--- src/rtl/multicycle_controller.sv ---
// rtl/multicycle_controller.sv - multicycle CPU sequencing FSM with memory handshake, retire counter and traps
module multicycle_controller #(
    parameter int TIMEOUT = 15,
    parameter int CNT_W   = 16
) (
    input  logic             clock,
    input  logic             reset,
    input  logic             run,
    input  logic [3:0]       opcode,
    input  logic             zero,
    input  logic             mem_ready,
    output logic             mem_req,
    output logic             mem_write,
    output logic             i_or_d,
    output logic             ir_write,
    output logic             pc_write,
    output logic             pc_src,
    output logic             reg_write,
    output logic             reg_dst,
    output logic             mem_to_reg,
    output logic             alu_src,
    output logic [3:0]       alu_control,
    output logic [2:0]       state,
    output logic             halted,
    output logic             error,
    output logic [CNT_W-1:0] instr_count
);

    localparam logic [2:0] S_IDLE   = 3'd0;
    localparam logic [2:0] S_FETCH  = 3'd1;
    localparam logic [2:0] S_DECODE = 3'd2;
    localparam logic [2:0] S_EXEC   = 3'd3;
    localparam logic [2:0] S_MEM    = 3'd4;
    localparam logic [2:0] S_WB     = 3'd5;
    localparam logic [2:0] S_HALT   = 3'd6;

    localparam logic [3:0] OP_ADD  = 4'b0000;
    localparam logic [3:0] OP_ADDI = 4'b0001;
    localparam logic [3:0] OP_SUB  = 4'b0010;
    localparam logic [3:0] OP_AND  = 4'b0011;
    localparam logic [3:0] OP_OR   = 4'b0100;
    localparam logic [3:0] OP_SLT  = 4'b0101;
    localparam logic [3:0] OP_LW   = 4'b0110;
    localparam logic [3:0] OP_SW   = 4'b0111;
    localparam logic [3:0] OP_BEQ  = 4'b1000;
    localparam logic [3:0] OP_HALT = 4'b1111;

    localparam logic [3:0] ALU_ADD = 4'b0010;
    localparam logic [3:0] ALU_SUB = 4'b0110;
    localparam logic [3:0] ALU_AND = 4'b0000;
    localparam logic [3:0] ALU_OR  = 4'b0001;
    localparam logic [3:0] ALU_SLT = 4'b0111;

    // Timeout fires on the TIMEOUT-th consecutive cycle without mem_ready.
    localparam logic [7:0] WAIT_LAST = 8'(TIMEOUT - 1);

    logic [3:0] op_q;
    logic [7:0] wait_cnt;
    logic [2:0] next_state;
    logic       retire;
    logic       waiting;
    logic       timeout;

    assign waiting = ((state == S_FETCH) || (state == S_MEM)) && !mem_ready;
    assign timeout = waiting && (wait_cnt == WAIT_LAST);

    always_comb begin
        next_state = state;
        retire     = 1'b0;
        case (state)
            S_IDLE:   if (run) next_state = S_FETCH;
            S_FETCH: begin
                if (mem_ready)    next_state = S_DECODE;
                else if (timeout) next_state = S_HALT;
            end
            S_DECODE: next_state = S_EXEC;
            S_EXEC: begin
                case (op_q)
                    OP_ADD, OP_ADDI, OP_SUB, OP_AND, OP_OR, OP_SLT: next_state = S_WB;
                    OP_LW, OP_SW: next_state = S_MEM;
                    OP_HALT: begin
                        next_state = S_HALT;
                        retire     = 1'b1;
                    end
                    default: begin
                        next_state = S_FETCH;
                        retire     = 1'b1;
                    end
                endcase
            end
            S_MEM: begin
                if (mem_ready) begin
                    if (op_q == OP_SW) begin
                        next_state = S_FETCH;
                        retire     = 1'b1;
                    end else begin
                        next_state = S_WB;
                    end
                end else if (timeout) begin
                    next_state = S_HALT;
                end
            end
            S_WB: begin
                next_state = S_FETCH;
                retire     = 1'b1;
            end
            S_HALT:   next_state = S_HALT;
            default:  next_state = S_IDLE;
        endcase
    end

    always_ff @(posedge clock) begin
        if (reset) begin
            state       <= S_IDLE;
            op_q        <= 4'd0;
            wait_cnt    <= 8'd0;
            instr_count <= '0;
            error       <= 1'b0;
        end else begin
            state <= next_state;
            if (state == S_DECODE) op_q <= opcode;
            if (waiting && (next_state == state)) wait_cnt <= wait_cnt + 8'd1;
            else                                  wait_cnt <= 8'd0;
            if (retire)  instr_count <= instr_count + 1'b1;
            if (timeout) error <= 1'b1;
        end
    end

    always_comb begin
        mem_req     = 1'b0;
        mem_write   = 1'b0;
        i_or_d      = 1'b0;
        ir_write    = 1'b0;
        pc_write    = 1'b0;
        pc_src      = 1'b0;
        reg_write   = 1'b0;
        reg_dst     = 1'b0;
        mem_to_reg  = 1'b0;
        alu_src     = 1'b0;
        alu_control = 4'd0;
        halted      = 1'b0;
        case (state)
            S_FETCH: begin
                mem_req = 1'b1;
                if (mem_ready) begin
                    ir_write = 1'b1;
                    pc_write = 1'b1;
                end
            end
            S_EXEC: begin
                case (op_q)
                    OP_ADD:  alu_control = ALU_ADD;
                    OP_ADDI: begin alu_control = ALU_ADD; alu_src = 1'b1; end
                    OP_SUB:  alu_control = ALU_SUB;
                    OP_AND:  alu_control = ALU_AND;
                    OP_OR:   alu_control = ALU_OR;
                    OP_SLT:  alu_control = ALU_SLT;
                    OP_LW, OP_SW: begin alu_control = ALU_ADD; alu_src = 1'b1; end
                    OP_BEQ: begin
                        alu_control = ALU_SUB;
                        pc_write    = zero;
                        pc_src      = 1'b1;
                    end
                    default: ;
                endcase
            end
            S_MEM: begin
                mem_req     = 1'b1;
                i_or_d      = 1'b1;
                mem_write   = (op_q == OP_SW);
                alu_control = ALU_ADD;
                alu_src     = 1'b1;
            end
            S_WB: begin
                reg_write  = 1'b1;
                reg_dst    = (op_q != OP_ADDI) && (op_q != OP_LW);
                mem_to_reg = (op_q == OP_LW);
            end
            S_HALT:  halted = 1'b1;
            default: ;
        endcase
    end

endmodule

--- config.mk ---
export PLATFORM = sky130hd
export DESIGN_NAME = multicycle_controller
export DESIGN_NICKNAME = d
export VERILOG_FILES = /design/src/rtl/multicycle_controller.sv
export SDC_FILE = /design/constraint.sdc
export NUM_CORES = 1
export LEC_CHECK = 0
export CORE_MARGIN = 2
export CORE_UTILIZATION = 40
export CTS_CLUSTER_DIAMETER = 150
export DETAILED_ROUTE_END_ITERATION = 7
export MAX_ROUTING_LAYER = met4
export PLACE_DENSITY = 0.77
export SYNTH_ARGS = -nofsm -noshare
export SYNTH_HDL_FRONTEND = slang
export SYNTH_SLANG_ARGS = --single-unit
--- constraint.sdc ---
create_clock -name clock -period 5.6 [get_ports clock]
set_clock_uncertainty 0.15 [all_clocks]
set_input_delay 1.4 -clock clock [delete_from_list [all_inputs] [get_ports clock]]
set_output_delay 1.4 -clock clock [all_outputs]
set_load 0.05 [all_outputs]
==> flow_summary_export.csv <==
group,metric,value,unit
synthesis,netlist_instances,216,
sta,finalHoldViolations,0,
floorplan,design.die.area,5090,sq um
worst_setup_path,start_kind,"input pin",
synthesis,synth.yosys.seq_area_share,35.3,%
clock_tree,clock_tree_from_tritoncts,"done",
worst_setup_path,worst_ep_required_time,4.05,ns
floorplan,initial_utilization,41.7,%
power,power.density_cell_area,205,nW/um^2
clock_tree,postCtsHoldBufs,0,
grt,antenna_found_initial,0,
drt,wire_per_inst,12.7,um
final_layout,finalCoreUtilization,53.0,%
placement,io_buffer_count,42,
worst_setup_path,r2r-end,"instr_count[7]",
worst_setup_path,type_of_the_setup_path_with_the_least_slack,"input pin to output pin",
placement,finalWeightedCongestion,0.752,
floorplan,design.core.area,4350,sq um
floorplan,std_cell_rows,24,
synthesis,cell_type_contributing_the_most_total_cell_area_after_synthesis,"sky130_fd_sc_hd__dfxtp_1",
sta,timing.setup.tns,0,ns
worst_setup_path,worst-path-max-fanout,5,
final_layout,layout.nets,263,
sta,grt_setup_unrepaired,"no",
worst_setup_path,depth_of_the_worst_register_to_register_path,4,
placement,hpwlAfterDp,2690,um
drt,route.antenna.remaining_nets,0,
clock_tree,cts_htree_levels,2,
sta,timing.fmax,212,MHz
synthesis,synth_ff_type,"sky130_fd_sc_hd__dfxtp_1",
drt,routed_via_density,5.47,
sta,report.final.setup_viol,0,
synthesis,synth_area,1810,sq um
synthesis,ys_ff_latch,32,
worst_setup_path,critical_path.endpoint_type,"output pin",
clock_tree,clk_path_buf_depth,2,
worst_hold_path,min_delay_worst_endpoint,"wait_cnt[0]",
sta,period_needed,4.71,ns
worst_setup_path,cp_data_arrival_time,3.16,ns
drt,drt_iter0_drc,86,
clock_tree,clk_latency,0.28,ns
synthesis,synth.cells.most_frequent,"32 x sky130_fd_sc_hd__dfxtp_1, 26 x sky130_fd_sc_hd__nor2_1, 18 x sky130_fd_sc_hd__a21oi_1",
synthesis,proportion_of_register_bits_with_asynchronous_set_or_reset_after_synthesis,0,%
floorplan,num_io_pins,44,
power,design_power_total,0.474,mW
drt,wirelength,3850,um
final_layout,area_growth,27.1,%
outcome,run_status,"finished clean",
synthesis,post_synth_num_cell_types,49,
worst_setup_path,r2r_start,"state[2]",
synthesis,synth.area.top_cells,"sky130_fd_sc_hd__dfxtp_1 35%, sky130_fd_sc_hd__nor2_1 5.4%, sky130_fd_sc_hd__a21oi_1 5.0%",
synthesis,syn_area_per_cell,8.40,sq um
synthesis,synth_enable_flop_cells,0,
synthesis,synth_top_cell_area_share,35.3,%
drt,post-route-drc-count,0,
drt,drt-pass1-iter-count,4,
synthesis,synth.yosys.warnings,0,
worst_hold_path,min_delay_path_depth,1,
clock_tree,post_cts_resized,0,
clock_tree,cts_setup_buffers,0,
floorplan,die_h,71.3,um
clock_tree,ctsRootBufferMaster,"sky130_fd_sc_hd__clkbuf_8",
floorplan,die_width,71.3,um
sta,maxSlewHeadroom,35.3,%
sta,slew_at_the_pin_closest_to_its_max_slew_limit,0.968,ns
sta,final_max_slew_viol_count,0,
grt,first_global_vias,1396,
synthesis,net_count_of_the_mapped_netlist,228,
power,irDropWorstVdd,0.150,mV
grt,grt_start_max_net_pins,29,
sta,final.hold.worst_slack,0.326,ns
final_layout,n_antenna_cell,0,
grt,grt.overflow.total,0,
sta,period_share,84.1,%
clock_tree,tritoncts.num_buffers,5,
power,static_leakage,0.846,nW
grt,gr-usage-all-layers,16.2,%
worst_hold_path,worst_hold_path_type,"register to register",
synthesis,synth.most_common_cell,"sky130_fd_sc_hd__dfxtp_1",
run,max_cap_check_violation_count,0,
grt,grt_first_pass_wirelength,6460,um
drt,routed_via_count,1662,
worst_setup_path,regToRegSetupSlack,3.47,ns
worst_hold_path,hold_path_startpoint,"wait_cnt[0]",
final_layout,drive_above_1_share,5.95,%
clock_tree,clock_sinks,32,
clock_tree,cts.clk_slew.worst_paths,0.06,ns
==> sequential cells by signal, indices dropped and copies added, names as in the netlist <==
register and count:
wait_cnt 8, instr_count 16, error 1, op_q 4
state 3
==> logic make-up (layout without fill, tap and decap cells) <==
kind of cell / after synthesis / in the layout / share of synthesized area [%]
other: 1 / 1 / 0.207
AOI/OAI and AO/OA: 46 / 46 / 16.3
xor gates and xnor gates: 9 / 9 / 4.35
DFF: 32 / 32 / 35.3
and+or+nand+nor: 95 / 95 / 31.4
adders and majority gates: 3 / 3 / 2.07
buffers and inverters: 24 / 60 / 6.83
muxes: 6 / 6 / 3.45
==> stage by stage <==
step,area (sq um),setup WS (ns),std cells
3_3_place_gp,2210,0.897,296
2_1_floorplan,1810,0.643,216
6_report,2310,0.893,304
5_1_grt,2310,0.835,304
3_5_place_dp,2210,0.892,296
4_1_cts,2310,0.880,304
==> final cells by class <==
cell class              instances  area, sq um
fillers                       422         2050
well taps                      52         65.1
flip-flops and latches         32          641
inverters                      10         37.5
clock inverters                 2         10.0
clock buffers                   6         82.6
repair buffers                 42          420
multi-input cells             160         1050
==> routing by layer <==
| layer | vias to the layer above | global-route usage (%) | wire (um) | part of all wire [%] |
|---|---|---|---|---|
| li1 | 841 | - | - | - |
| met1 | 784 | 20.9 | 1800 | 47 |
| met2 | 35 | 24.7 | 1860 | 48 |
| met3 | 2 | 4.22 | 160 | 4.2 |
| met4 | 0 | 5.03 | 27 | 0.70 |
| met5 | - | - | 0 | 0 |
==> report_power, final <==
group / switching (mW) / total, mW / internal [mW] / leakage [nW]
Clock: 0.0821 / 0.180 / 0.0979 / 0.0510
Combinational: 0.0329 / 0.0545 / 0.0217 / 0.536
Sequential: 0.00834 / 0.239 / 0.231 / 0.258
Total: 0.123 / 0.474 / 0.350 / 0.846
==> cells in the final DEF, fill, tap and decap left out, types with 6 or more instances in the layout <==
master and count:
sky130_fd_sc_hd__a21oi_1 18, sky130_fd_sc_hd__clkbuf_8 6, sky130_fd_sc_hd__clkdlybuf4s50_1 42, sky130_fd_sc_hd__dfxtp_1 32, sky130_fd_sc_hd__inv_1 9, sky130_fd_sc_hd__nand2_1 12
sky130_fd_sc_hd__nand3_1 6, sky130_fd_sc_hd__nand4_1 6, sky130_fd_sc_hd__nor2_1 26, sky130_fd_sc_hd__o21ai_0 8, sky130_fd_sc_hd__o31ai_1 10, sky130_fd_sc_hd__or3_1 6
sky130_fd_sc_hd__or4_1 8, sky130_fd_sc_hd__xor2_1 7
==> critical path, stage by stage <==
cell and delay, ns:
sky130_fd_sc_hd__clkdlybuf4s50_1 0.57, sky130_fd_sc_hd__nand3b_1 0.12, sky130_fd_sc_hd__nor2_1 0.17, sky130_fd_sc_hd__a21o_1 0.11
sky130_fd_sc_hd__clkdlybuf4s50_1 0.79
==> worst max path at each step <==
stage | slack [ns] | endpoint | cells after the start | start
detailed placement | 0.89 | pc_write | 5 | mem_ready
global placement | 0.90 | pc_write | 5 | mem_ready
floorplan | 0.64 | pc_write | 4 | state[0]
CTS | 0.88 | pc_write | 5 | mem_ready
global route | 0.84 | pc_write | 5 | mem_ready
finish | 0.89 | pc_write | 5 | mem_ready
No activity file was read; power rests on OpenSTA's default activity.
==> edit 1 (config.mk and constraints unchanged) <==
The parameter `CNT_W` goes from 16 to 14.
--- a/src/rtl/multicycle_controller.sv
+++ b/src/rtl/multicycle_controller.sv
@@ -1,7 +1,7 @@
 // rtl/multicycle_controller.sv - multicycle CPU sequencing FSM with memory handshake, retire counter and traps
 module multicycle_controller #(
     parameter int TIMEOUT = 15,
-    parameter int CNT_W   = 16
+    parameter int CNT_W   = 14
 ) (
     input  logic             clock,
     input  logic             reset,
Ports: changed (resized instr_count); port bits go from 44 to 42. The function was not compared with the original's and may differ.
==> edit 1 against the unedited design <==
Worst setup slack worse by 0.22 ns. Wire length is 1.2% higher. Register-to-register slack worse by 0.24 ns. Final area grew 1.5%. Synthesized area rose by 0.28%. Sequential share of layout area shrank 2.1 points. Total power rose by 29%. Sequential cell count down 2. Global-route usage rose by 0.98 points. Highest routed layer unchanged.
==> edit 1: results (changes against the unedited design) <==
total cell area at the placement stage=0.00220 mm^2 (-0.73%); worst setup slack after placement=0.688 ns (-0.204 ns); fraction of registers with async set/reset=0 (unchanged); Adder-Cell Fraction of Synth Area=0.0206 (-0.0000569); outcome=finished clean; number of instances resized during post-cts repair=0 (unchanged); clock network latency to the later pin of the worst-skew pair=0.28 ns (about the same); Net count, final=264 (+0.38%); largest net degree at the start of global routing=37 (+28%); synthesized-area fraction occupied by ao, oa, aoi and oai cells=0.164 (+0.000238); Crit path max-delay family=buffers and inverters; routability congestion estimate from global placement=0.812 (+8.0%); maximum fanout along the worst path=4 (-1); clock transition at the register clock pins on the worst setup and hold paths after CTS=0.07 ns; hold buffer count at cts=0 (unchanged); number of antenna violations at the first check in global routing=0 (unchanged); switching part of the total power=0.266 (+0.00521); WL final=3890 um (+1.2%); count of buffers inserted at the top-level ports=40 (-4.8%); cell total after placement=297 (+0.34%); worst vdd rail ir drop=0.181 mV (+21%); layout cells sized above 1=0.130 (+0.0709); arrival time at the worst endpoint=3.37 ns (+0.21 ns); Post CTS Setup Buffer Count=0 (unchanged); half-perimeter wire length of the detailed placement result=2810 um (+4.3%); post-synthesis sequential area ratio=0.330 (-0.0230); number of buffers inserted during clock tree synthesis=5 (unchanged); wire length of the first global-routing pass=6900 um (+6.8%); gr usage total=0.171 (+0.00983); cell leakage power=0.858 nW (+1.5%); Mean Syn Cell Area=8.27 um^2 (-1.5%); Max Buffers Root-to-Sink=2 (unchanged); routed wirelength normalized by instance count=12.8 um (+0.89%); most instantiated cells after synthesis=sky130_fd_sc_hd__dfxtp_1, sky130_fd_sc_hd__nor2_1, sky130_fd_sc_hd__a21oi_1; diodes inserted=0 (unchanged); max-slew headroom at the worst pin=0.625 (+0.272); DRT iter0 DRCs=124 (+44%); leading cell types by total area after synthesis=sky130_fd_sc_hd__dfxtp_1, sky130_fd_sc_hd__mux2_2, sky130_fd_sc_hd__a21oi_1; per-cell via count in the routed design=5.31 (-2.8%); number of nets produced by synthesis=232 (+1.8%); xor/xnor cell area share of the yosys netlist=0.0337 (-0.00975); multiplexer fraction of the synthesized cell area=0.0743 (+0.0398); class of the worst hold path=reg -> reg; vias in the first global route=1521 (+9.0%); cell at the root of the clock tree=sky130_fd_sc_hd__clkbuf_8; cells on worst reg2reg path=4 (unchanged); Unique masters post-synth=46 (-6.1%); Largest regs=instr_count x14, wait_cnt x8, op_q x4
edit 1: changes by cell type after synthesis, moves of 3 or more:
cell / delta
sky130_fd_sc_hd__or4_1: -8
sky130_fd_sc_hd__nor2_2: +7
sky130_fd_sc_hd__o31ai_1: -10
sky130_fd_sc_hd__clkbuf_1: +3
sky130_fd_sc_hd__or3_1: -6
sky130_fd_sc_hd__mux2_2: +10
sky130_fd_sc_hd__a211oi_1: +5
sky130_fd_sc_hd__inv_1: -4
sky130_fd_sc_hd__nor2b_1: +11
sky130_fd_sc_hd__mux2i_1: -4
edit 1: cell type report:
type,instances,area [um^2]
clock buffers,6,82.6
clock inverters,2,60.1
fillers,383,2010
inverters,5,18.8
multi-input cells,169,1100
flip-flops and latches,30,601
well taps,52,65.1
repair buffers,41,408
edit 1: path summary, 6_finish.rpt:
check / startpoint / end / slack (ns)
hold / removal: wait_cnt[0] / wait_cnt[0] / 0.34
setup / recovery: mem_ready / pc_write / 0.68
setup reg to reg: op_q[1] / instr_count[12] / 3.23
hold reg to reg: wait_cnt[0] / wait_cnt[0] / 0.34
edit 1: kinds of logic (layout without fill, tap and decap cells):
family,Yosys count,in the layout
simple gates,99,99
compound gates,47,47
flops,30,30
buf+inv,21,54
mux,12,12
xor+xnor,7,7
fa+ha+maj,3,3
other cells,1,1
edit 1: power groups by stage:
stage | Combinational, mW | Clock [mW] | Sequential, mW
floorplan | 0.0764 | 0 | 0.239
detailed placement | 0.101 | 0 | 0.241
finish | 0.100 | 0.272 | 0.237
global route | 0.108 | 0.288 | 0.238
CTS | 0.101 | 0.278 | 0.236
global placement | 0.0997 | 0 | 0.241
edit 1: metal layers:
metal | part of all wire | global-route usage
met1 | 0.47 | 0.213
met2 | 0.49 | 0.281
met3 | 0.033 | 0.0366
met4 | 0.013 | 0.0503
met5 | 0 | -
==> edit 2 (same settings) <==
Without the edit above. Register the output `instr_count` once more, with the module's reset; this adds one clock of latency there. The other outputs are not delayed to match.
--- a/src/rtl/multicycle_controller.sv
+++ b/src/rtl/multicycle_controller.sv
@@ -53,6 +53,8 @@
 
     // Timeout fires on the TIMEOUT-th consecutive cycle without mem_ready.
     localparam logic [7:0] WAIT_LAST = 8'(TIMEOUT - 1);
+
+    logic [CNT_W-1:0] instr_count_s0;
 
     logic [3:0] op_q;
     logic [7:0] wait_cnt;
@@ -114,14 +116,14 @@
             state       <= S_IDLE;
             op_q        <= 4'd0;
             wait_cnt    <= 8'd0;
-            instr_count <= '0;
+            instr_count_s0 <= '0;
             error       <= 1'b0;
         end else begin
             state <= next_state;
             if (state == S_DECODE) op_q <= opcode;
             if (waiting && (next_state == state)) wait_cnt <= wait_cnt + 8'd1;
             else                                  wait_cnt <= 8'd0;
-            if (retire)  instr_count <= instr_count + 1'b1;
+            if (retire)  instr_count_s0 <= instr_count_s0 + 1'b1;
             if (timeout) error <= 1'b1;
         end
     end
@@ -181,5 +183,13 @@
         endcase
     end
 
+    always_ff @(posedge clock) begin
+        if (reset) begin
+            instr_count <= '0;
+        end else begin
+            instr_count <= instr_count_s0;
+        end
+    end
+
 endmodule
 
Function: changed (a bounded check fails within 10 cycles, from zero or initial values and one cycle with reset high).
==> edit 2 against the unedited design <==
First-iteration DRC count grew 72%. Non-clock buffer count grew 1. Worst setup slack lost 0.27 ns. Final area up 21%. Total power is 32% higher. Synthesized area up 24%. Wire length increased by 15%. Sequential cell count increased by 16. Synthesized cell count up 14%. Count of clock-buffer cells in the layout is 1 higher. Largest power group unchanged.
==> edit 2: results (changes against the unedited design) <==
outcome=finished clean; maximum fanout along the worst path=7 (+2); Net count, final=294 (+12%); end of the worst register-to-register path=instr_count_s0[15]; global routing usage on met3=0.0375 (-0.00469); cell leakage power=1.02 nW (+21%); detailed-route via count=1816 (+9.3%); DRT iter0 DRCs=148 (+72%); post-synthesis sequential area ratio=0.426 (+0.0726); leading cell types by total area after synthesis=sky130_fd_sc_hd__dfxtp_1, sky130_fd_sc_hd__mux2_2, sky130_fd_sc_hd__nor2_1; Unique masters post-synth=47 (-4.1%); number of standard cells in the layout, taps in and fillers out=354 (+16%); arrival time at the worst endpoint=3.43 ns (+0.27 ns); met3 wire len=206 um (+29%); wire length of the first global-routing pass=7200 um (+12%); multi-input gate share of the layout cell area=0.427 (-0.0287); number of sequential cells in the layout=48 (+50%); number of clock buffers in the layout=7 (+1); routability congestion estimate from global placement=0.806 (+7.2%); Largest regs=instr_count x16, instr_count_s0 x16, wait_cnt x8; power in the clock group=213 uW (+18%); Fmax=201 MHz (-5.5%); non-clock inverter total of the final layout=7 (-3); Seq power=353 uW (+48%); WL final=4420 um (+15%); Adder-Cell Fraction of Synth Area=0.0166 (-0.00406); Layout non-clock buf frac=0.153 (-0.0291); switching power=148 uW (+20%); growth of design area from synthesis to finish=23.7%
==> edit 2: changes by cell type after synthesis, sizes merged, moves of 8 or more <==
cell,unedited run,this run
dfxtp,32,48
mux2,2,14
nor2,26,36
nor2b,3,17
o31ai,10,0
or4,8,0
==> edit 2: worst min-delay path by stage <==
stage	startpoint	endpoint	slack (ns)	depth (start not counted)
after floorplan	wait_cnt[0]	wait_cnt[0]	0.29	1
after global placement	error	error	0.29	2
after detailed placement	error	error	0.30	2
after CTS	error	error	0.31	2
after global routing	error	error	0.34	2
final	error	error	0.30	2
==> edit 2: worst max-delay path, cell delays in order <==
cell                              delay (ns)
sky130_fd_sc_hd__clkdlybuf4s50_1        0.63
sky130_fd_sc_hd__nor3b_1                0.48
sky130_fd_sc_hd__a21o_1                 0.13
sky130_fd_sc_hd__clkdlybuf4s50_1        0.79
